File: config.mk
export PLATFORM = sky130hd
export DESIGN_NAME = scan_counter
export DESIGN_NICKNAME = d
export VERILOG_FILES = /design/src/rtl/scan_counter.sv
export SDC_FILE = /design/constraint.sdc
export NUM_CORES = 1
export LEC_CHECK = 0
export CORE_MARGIN = 3
export CORE_UTILIZATION = 55
export CTS_BUF_LIST = sky130_fd_sc_hd__clkbuf_8
export DETAILED_ROUTE_END_ITERATION = 10
export HOLD_SLACK_MARGIN = 0.12
export PLACE_DENSITY_LB_ADDON = 0.25
export SETUP_SLACK_MARGIN = 0.3
export SYNTH_ARGS = -nofsm -noshare
export SYNTH_HDL_FRONTEND = slang
export SYNTH_SLANG_ARGS = --single-unit
File: constraint.sdc
create_clock -name clk -period 4.5 [get_ports clk]
set_clock_uncertainty 0.15 [all_clocks]
set_input_delay 0.675 -clock clk [delete_from_list [all_inputs] [get_ports clk]]
set_output_delay 0.675 -clock clk [all_outputs]
set_load 0.01 [all_outputs]
File: src/rtl/scan_counter.sv
`default_nettype none
// ============================================================================
//  Module   : scan_counter
//  Brief    : Raster scan counter for the VGA timing path: pixel enable,
//             horizontal/vertical counts, vertical blank/sync, line/frame strobes.
//  Revision : 1.0
// ============================================================================
module scan_counter #(
  parameter int   PIX_DIV      = 4,
  parameter int   H_LAST       = 264,
  parameter int   V_VISIBLE    = 600,
  parameter int   V_SYNC_START = 601,
  parameter int   V_SYNC_END   = 605,
  parameter int   V_LAST       = 627,
  parameter logic V_SYNC_POL   = 1'b0
) (
  input  logic       clk,
  input  logic       rst,
  input  logic       hRst,
  output logic       pixEn,
  output logic [8:0] hCount,
  output logic [9:0] vCount,
  output logic       vVisible,
  output logic       vSync,
  output logic       lineStart,
  output logic       frameStart
);

  localparam int               DIV_W     = (PIX_DIV > 1) ? $clog2(PIX_DIV) : 1;
  localparam logic [DIV_W-1:0] DIV_MAX   = DIV_W'(PIX_DIV - 1);
  localparam logic [8:0]       H_MAX     = 9'(H_LAST);
  localparam logic [9:0]       V_MAX     = 10'(V_LAST);
  localparam logic [9:0]       V_VIS_END = 10'(V_VISIBLE);
  localparam logic [9:0]       VS_START  = 10'(V_SYNC_START);
  localparam logic [9:0]       VS_END    = 10'(V_SYNC_END);

  logic [DIV_W-1:0] div_cnt;
  logic             div_last;
  logic             line_wrap;
  logic             frame_wrap;
  logic [9:0]       v_next;
  logic             v_next_sync;

  // The >= guards also pull an out-of-range count back to zero.
  always_comb begin
    div_last    = (div_cnt == DIV_MAX);
    line_wrap   = hRst | (hCount >= H_MAX);
    frame_wrap  = (vCount >= V_MAX);
    v_next      = vCount;
    if (pixEn && line_wrap) begin
      v_next = frame_wrap ? 10'd0 : vCount + 10'd1;
    end
    v_next_sync = (v_next >= VS_START) && (v_next < VS_END);
  end

  always_ff @(posedge clk) begin
    if (rst) begin
      div_cnt    <= '0;
      pixEn      <= 1'b0;
      hCount     <= '0;
      vCount     <= '0;
      vVisible   <= 1'b1;
      vSync      <= ~V_SYNC_POL;
      lineStart  <= 1'b0;
      frameStart <= 1'b0;
    end else begin
      div_cnt    <= div_last ? '0 : div_cnt + 1'b1;
      pixEn      <= div_last;
      lineStart  <= 1'b0;
      frameStart <= 1'b0;
      if (pixEn) begin
        if (line_wrap) begin
          hCount     <= '0;
          vCount     <= v_next;
          lineStart  <= 1'b1;
          frameStart <= frame_wrap;
        end else begin
          hCount <= hCount + 9'd1;
        end
      end
      // Decoded from the next count so blank/sync move in step with vCount.
      vVisible <= (v_next < V_VIS_END);
      vSync    <= v_next_sync ? V_SYNC_POL : ~V_SYNC_POL;
    end
  end

endmodule
`default_nettype wire
======== Word level (Yosys, flattened, before mapping) ========
Cells that the tools add are included.
operators by class
  add/subtract/negate cells ............... 3
  multiply operators ...................... 0
  divide/modulo/power cells ............... 0
  magnitude comparators ................... 5
  equality and inequality tests ........... 1
  shift-type cells ........................ 0
  multiplexer cells ....................... 5
  bitwise logic cells ..................... 3
  reductions and logical operators ........ 6
operators with widths
  operator                                                         number
  10-bit >= comparator, second input constant                      2
  10-bit less-than comparator, second input constant               2
  10-bit two-way mux                                               2
  10-bit by 1-bit adder with 10-bit output, second input constant  1
  9-bit by 1-bit adder with 9-bit output, second input constant    1
  9-bit >= comparator, second input constant                       1
  9-bit two-way mux                                                1
  2-bit OR reduction                                               2
  3-bit OR reduction                                               1
  2-bit by 1-bit adder with 2-bit output, second input constant    1
  2-bit == test, second input constant                             1
  1-bit logical AND                                                2
  1-bit two-way mux                                                2
  1-bit NOT                                                        2
  2-bit AND reduction                                              1
  1-bit bitwise OR                                                 1
word-level totals
  bits in registers ....................... 26
  bits in latches ......................... 0
  memory bits (writable) .................. 0
  ROM bits ................................ 0
  input bits .............................. 3
  output and inout bits ................... 24
  logic and storage cells ................. 31
  memories ................................ 0

======== Logic depth before layout (Yosys ltp) ========
  depth in word-level cells ............... 7
  gate-level depth with buffers ........... 8

======== Least setup slack after synthesis ========
OpenSTA, ideal clock, no wires.
  kind .................................... reg-to-reg
  from .................................... reg vCount[0]
  to ...................................... reg vVisible
  setup time .............................. 0.128 ns
  arrival ................................. 1.760 ns
  data required time ...................... 4.222 ns
  path slack .............................. 2.462 ns
  stages on the path, launching flop included .. 8
  period minus slack after synthesis ...... 2.038 ns
  path through ............................ dfxtp_1 > ha_1 > or3_4 > a21oi_2 > nand2_1 > nor4_2 > a2bb2oi_1 > o21ai_1
on the way
  word-level cells in the longest chain between the ends .. 4
RTL lines
  element                                                                           line    text
  from (decl)                                                                       22      output logic [9:0] vCount,
  from (signal assigned)                                                            74      vCount <= v_next;
  10-bit by 1-bit adder with 10-bit output or 10-bit >= comparator (tied branches)  51, 48
  10-bit two-way mux                                                                51      v_next = frame_wrap ? 10'd0 : vCount + 10'd1;
  10-bit two-way mux *                                                              50      if (pixEn && line_wrap) begin
  10-bit less-than comparator *                                                     82      vVisible <= (v_next < V_VIS_END);
  to (signal assigned)                                                              82
  to (decl)                                                                         23      output logic vVisible,
Every way passes the cells marked *; elsewhere a longest branch is shown, timed or not.
A chain may end at the register's enable or synchronous reset.

======== Worst setup path in the final report ========
  from .................................... in hRst
  to ...................................... reg vVisible
on the way
  word-level cells in the longest chain between the ends .. 4
RTL lines
  element                      line  text
  from (decl)                  19    input logic hRst,
  1-bit bitwise OR             47    line_wrap = hRst | (hCount >= H_MAX);
  1-bit logical AND            50
  10-bit two-way mux           50
  10-bit less-than comparator  82
No other way between the ends.

==> summary.txt <==
Vias in the first global route -> 1079
Starting DRC count in detailed routing -> 40
Row count -> 17
Pins over their slew limit -> 0
Worst ir drop on vdd -> 0.275 mV
Mapped Cells -> 155
Port bufs -> 26
Dpl hpwl -> 2.07 mm
Seq/Total Area, Yosys -> 39.2%
Via-per-instance ratio -> 5.91
Final period util -> 54.6%
Routed len/inst -> 14.2 microns
Setup crit end kind -> register
Gr busiest metal -> met2
Residual DRC -> 0
Slew @ Worst Pin -> 0.561 ns
Synth Cell Area -> 1330 sq um
Fill count -> 176
FF-to-FF path depth -> 7
Area growth from synthesis to layout -> 24.4%
Deepest clock path buffer count -> 2
Pwr Density -> 273 nW/um^2
Layout Nets -> 185
Share of post-route cells with drive strength above 1 -> 7.34%
Startpoint class of the critical path -> input port
Met3 GRT Util -> 3.22%
H-tree depth -> 1
Crit path DAT -> 2.51 ns
Total CTS buffers -> 3
Post-synth EDFFs -> 0
Share of the synthesized area in the top cell type -> 39.2%
Cts-stage hold buffer count -> 0
Drt total wl -> 2.92 mm
Die height -> 55.1 microns
First-pass DRT Iterations -> 4
FMAX -> 407 MHz
Worst Path Class, Setup -> input port to register
Synth Register Bits -> 26
Asr flop ratio synth -> 0%
Largest net degree at the start of global routing -> 17
Inserted Diodes -> 0
TritonCTS clock tree -> built
Syn Nets -> 162
Clk_lat worst skew -> 0.27 ns
Status -> finished, final reports clean
GR Util met1 -> 30.7%
Area leader, netlist -> dfxtp_1
Hold crit path type -> register to register
Postcts setup bufs -> 0
Vias -> 1211
Ys Warns -> 0
Top cells by area, synth -> dfxtp_1 (39%), nor2_1 (6.8%), ha_1 (3.8%)
DRT antenna net count -> 0
Worst hold stages -> 1
Max Cap Viol -> 0
Rel. slew slack -> 62.5%
RePlAce Congestion -> 0.911
Num ports -> 27
Setup TNS -> 0 ns
Pwr Total -> 0.450 mW
Met2 Track Usage GR -> 32.5%
Root Buffer -> clkbuf_8
Final worst path period need -> 2.46 ns
Total grt overflow -> 0
Cts repair resizes -> 0
Final Hold Viols -> 0
Core Box Area -> 2250 sq um
Ys flop type -> dfxtp_1
Initial Utilization -> 58.8%
Clock transition at path regs -> 0.09 ns
RSZ-0062 raised after global routing -> false
First-pass GRT wire length -> 4.82 mm
Synth cell types -> 43
Die width -> 55.1 microns
Final setup fails -> 0
Initial antenna violation count -> 0
Leak Pwr -> 0.603 nW
Die Area -> 3040 sq um
Synthesized area per cell -> 8.56 sq um
Worst EP required -> 4.55 ns
Clock sink total -> 26
Overall routing resource usage -> 21.7%
CP max FO -> 12
[Yosys cell counts, types with 3 or more instances]
master,instances
nor2_1,24
buf_2,4
xor2_1,4
ha_1,4
o21ai_0,3
and3_1,4
o21ai_1,5
a22oi_1,3
a31oi_1,3
clkbuf_1,3
a21oi_1,9
nand2_1,12
nand4_1,5
dfxtp_1,26
xnor2_1,4
nand3_1,8
[kinds of logic (layout without fill, tap and decap cells)]
kind of cell             count (synthesis)  count (layout)  share of synthesized area, %
flip-flops                              26              26                          39.2
multiplexers                             1               1                         0.755
AO/OA/AOI/OAI                           37              37                          20.2
AND/OR/NAND/NOR                         69              69                          27.0
XOR/XNOR                                 8               8                          5.28
buffers and inverters                   10              32                          3.77
adder cells (fa/ha/maj)                  4               4                          3.77
[worst paths after layout]
| check | startpoint | to | slack (ns) |
|---|---|---|---|
| hold reg to reg | div_cnt[0] | div_cnt[0] | 0.28 |
| setup / recovery | hRst | vVisible | 2.04 |
| hold / removal | div_cnt[0] | div_cnt[0] | 0.28 |
| setup reg to reg | vCount[0] | vVisible | 2.15 |
[where the power goes]
group	leakage [nW]	internal [mW]	total, mW	switching (mW)
registers	0.210	0.234	0.238	0.00443
clock network	0.0357	0.119	0.190	0.0713
logic	0.357	0.0103	0.0210	0.0107
[critical path, stage by stage]
cell and delay (ns):
clkdlybuf4s50_1 0.42, o21ai_1 0.26, a21o_1 0.39, nor2_2 0.17, a221oi_2 0.35, a2bb2oi_1 0.12, o21ai_1 0.13
[cell usage in the layout, fill, tap and decap left out, drive strengths merged, types with 3 or more instances in the layout]
cell type	n
a22oi	3
dfxtp	26
and3	4
nand3	8
nand4	5
ha	4
o21ai	8
a21oi	11
nand2	12
clkbuf	3
xor2	4
nor2	25
xnor2	4
a31oi	3
clkdlybuf4s50	26
[per-layer routing]
metal,routed length (microns),vias to the layer above,share of wire (%)
met4,38,0,1.3
met1,1350,560,46
met5,0,-,0
met3,227,5,7.8
li1,-,597,-
met2,1300,49,45
[sequential cells by signal (all words and copies together) (netlist names)]
name	cells
div_cnt	2
frameStart	1
hCount	9
lineStart	1
pixEn	1
vCount	10
vSync	1
vVisible	1
[cell type report]
class	instances	area [sq um]	area share, %
clock inverter	1	30.0	1.82
sequential	26	520	31.5
clock buffer	3	41.3	2.50
tap	28	35.0	2.12
timing repair buffer	26	260	15.8
inverter	2	7.51	0.455
multi-input combinational	119	756	45.8
[per-stage QoR]
| stage | hold slack, ns | utilization [%] | instance area [sq um] | std cells | worst slack, ns |
|---|---|---|---|---|---|
| global placement | 0.265 | 70.0 | 1580 | 201 | 1.88 |
| floorplan | 0.257 | - | 1330 | 155 | 2.46 |
| global route | 0.313 | 73.2 | 1650 | 205 | 1.93 |
| finish | 0.281 | 73.2 | 1650 | 205 | 2.04 |
| detailed placement | 0.270 | 70.0 | 1580 | 201 | 1.81 |
| CTS | 0.286 | 73.2 | 1650 | 205 | 2.07 |
Note: power is estimated with default switching activity, not from simulation.
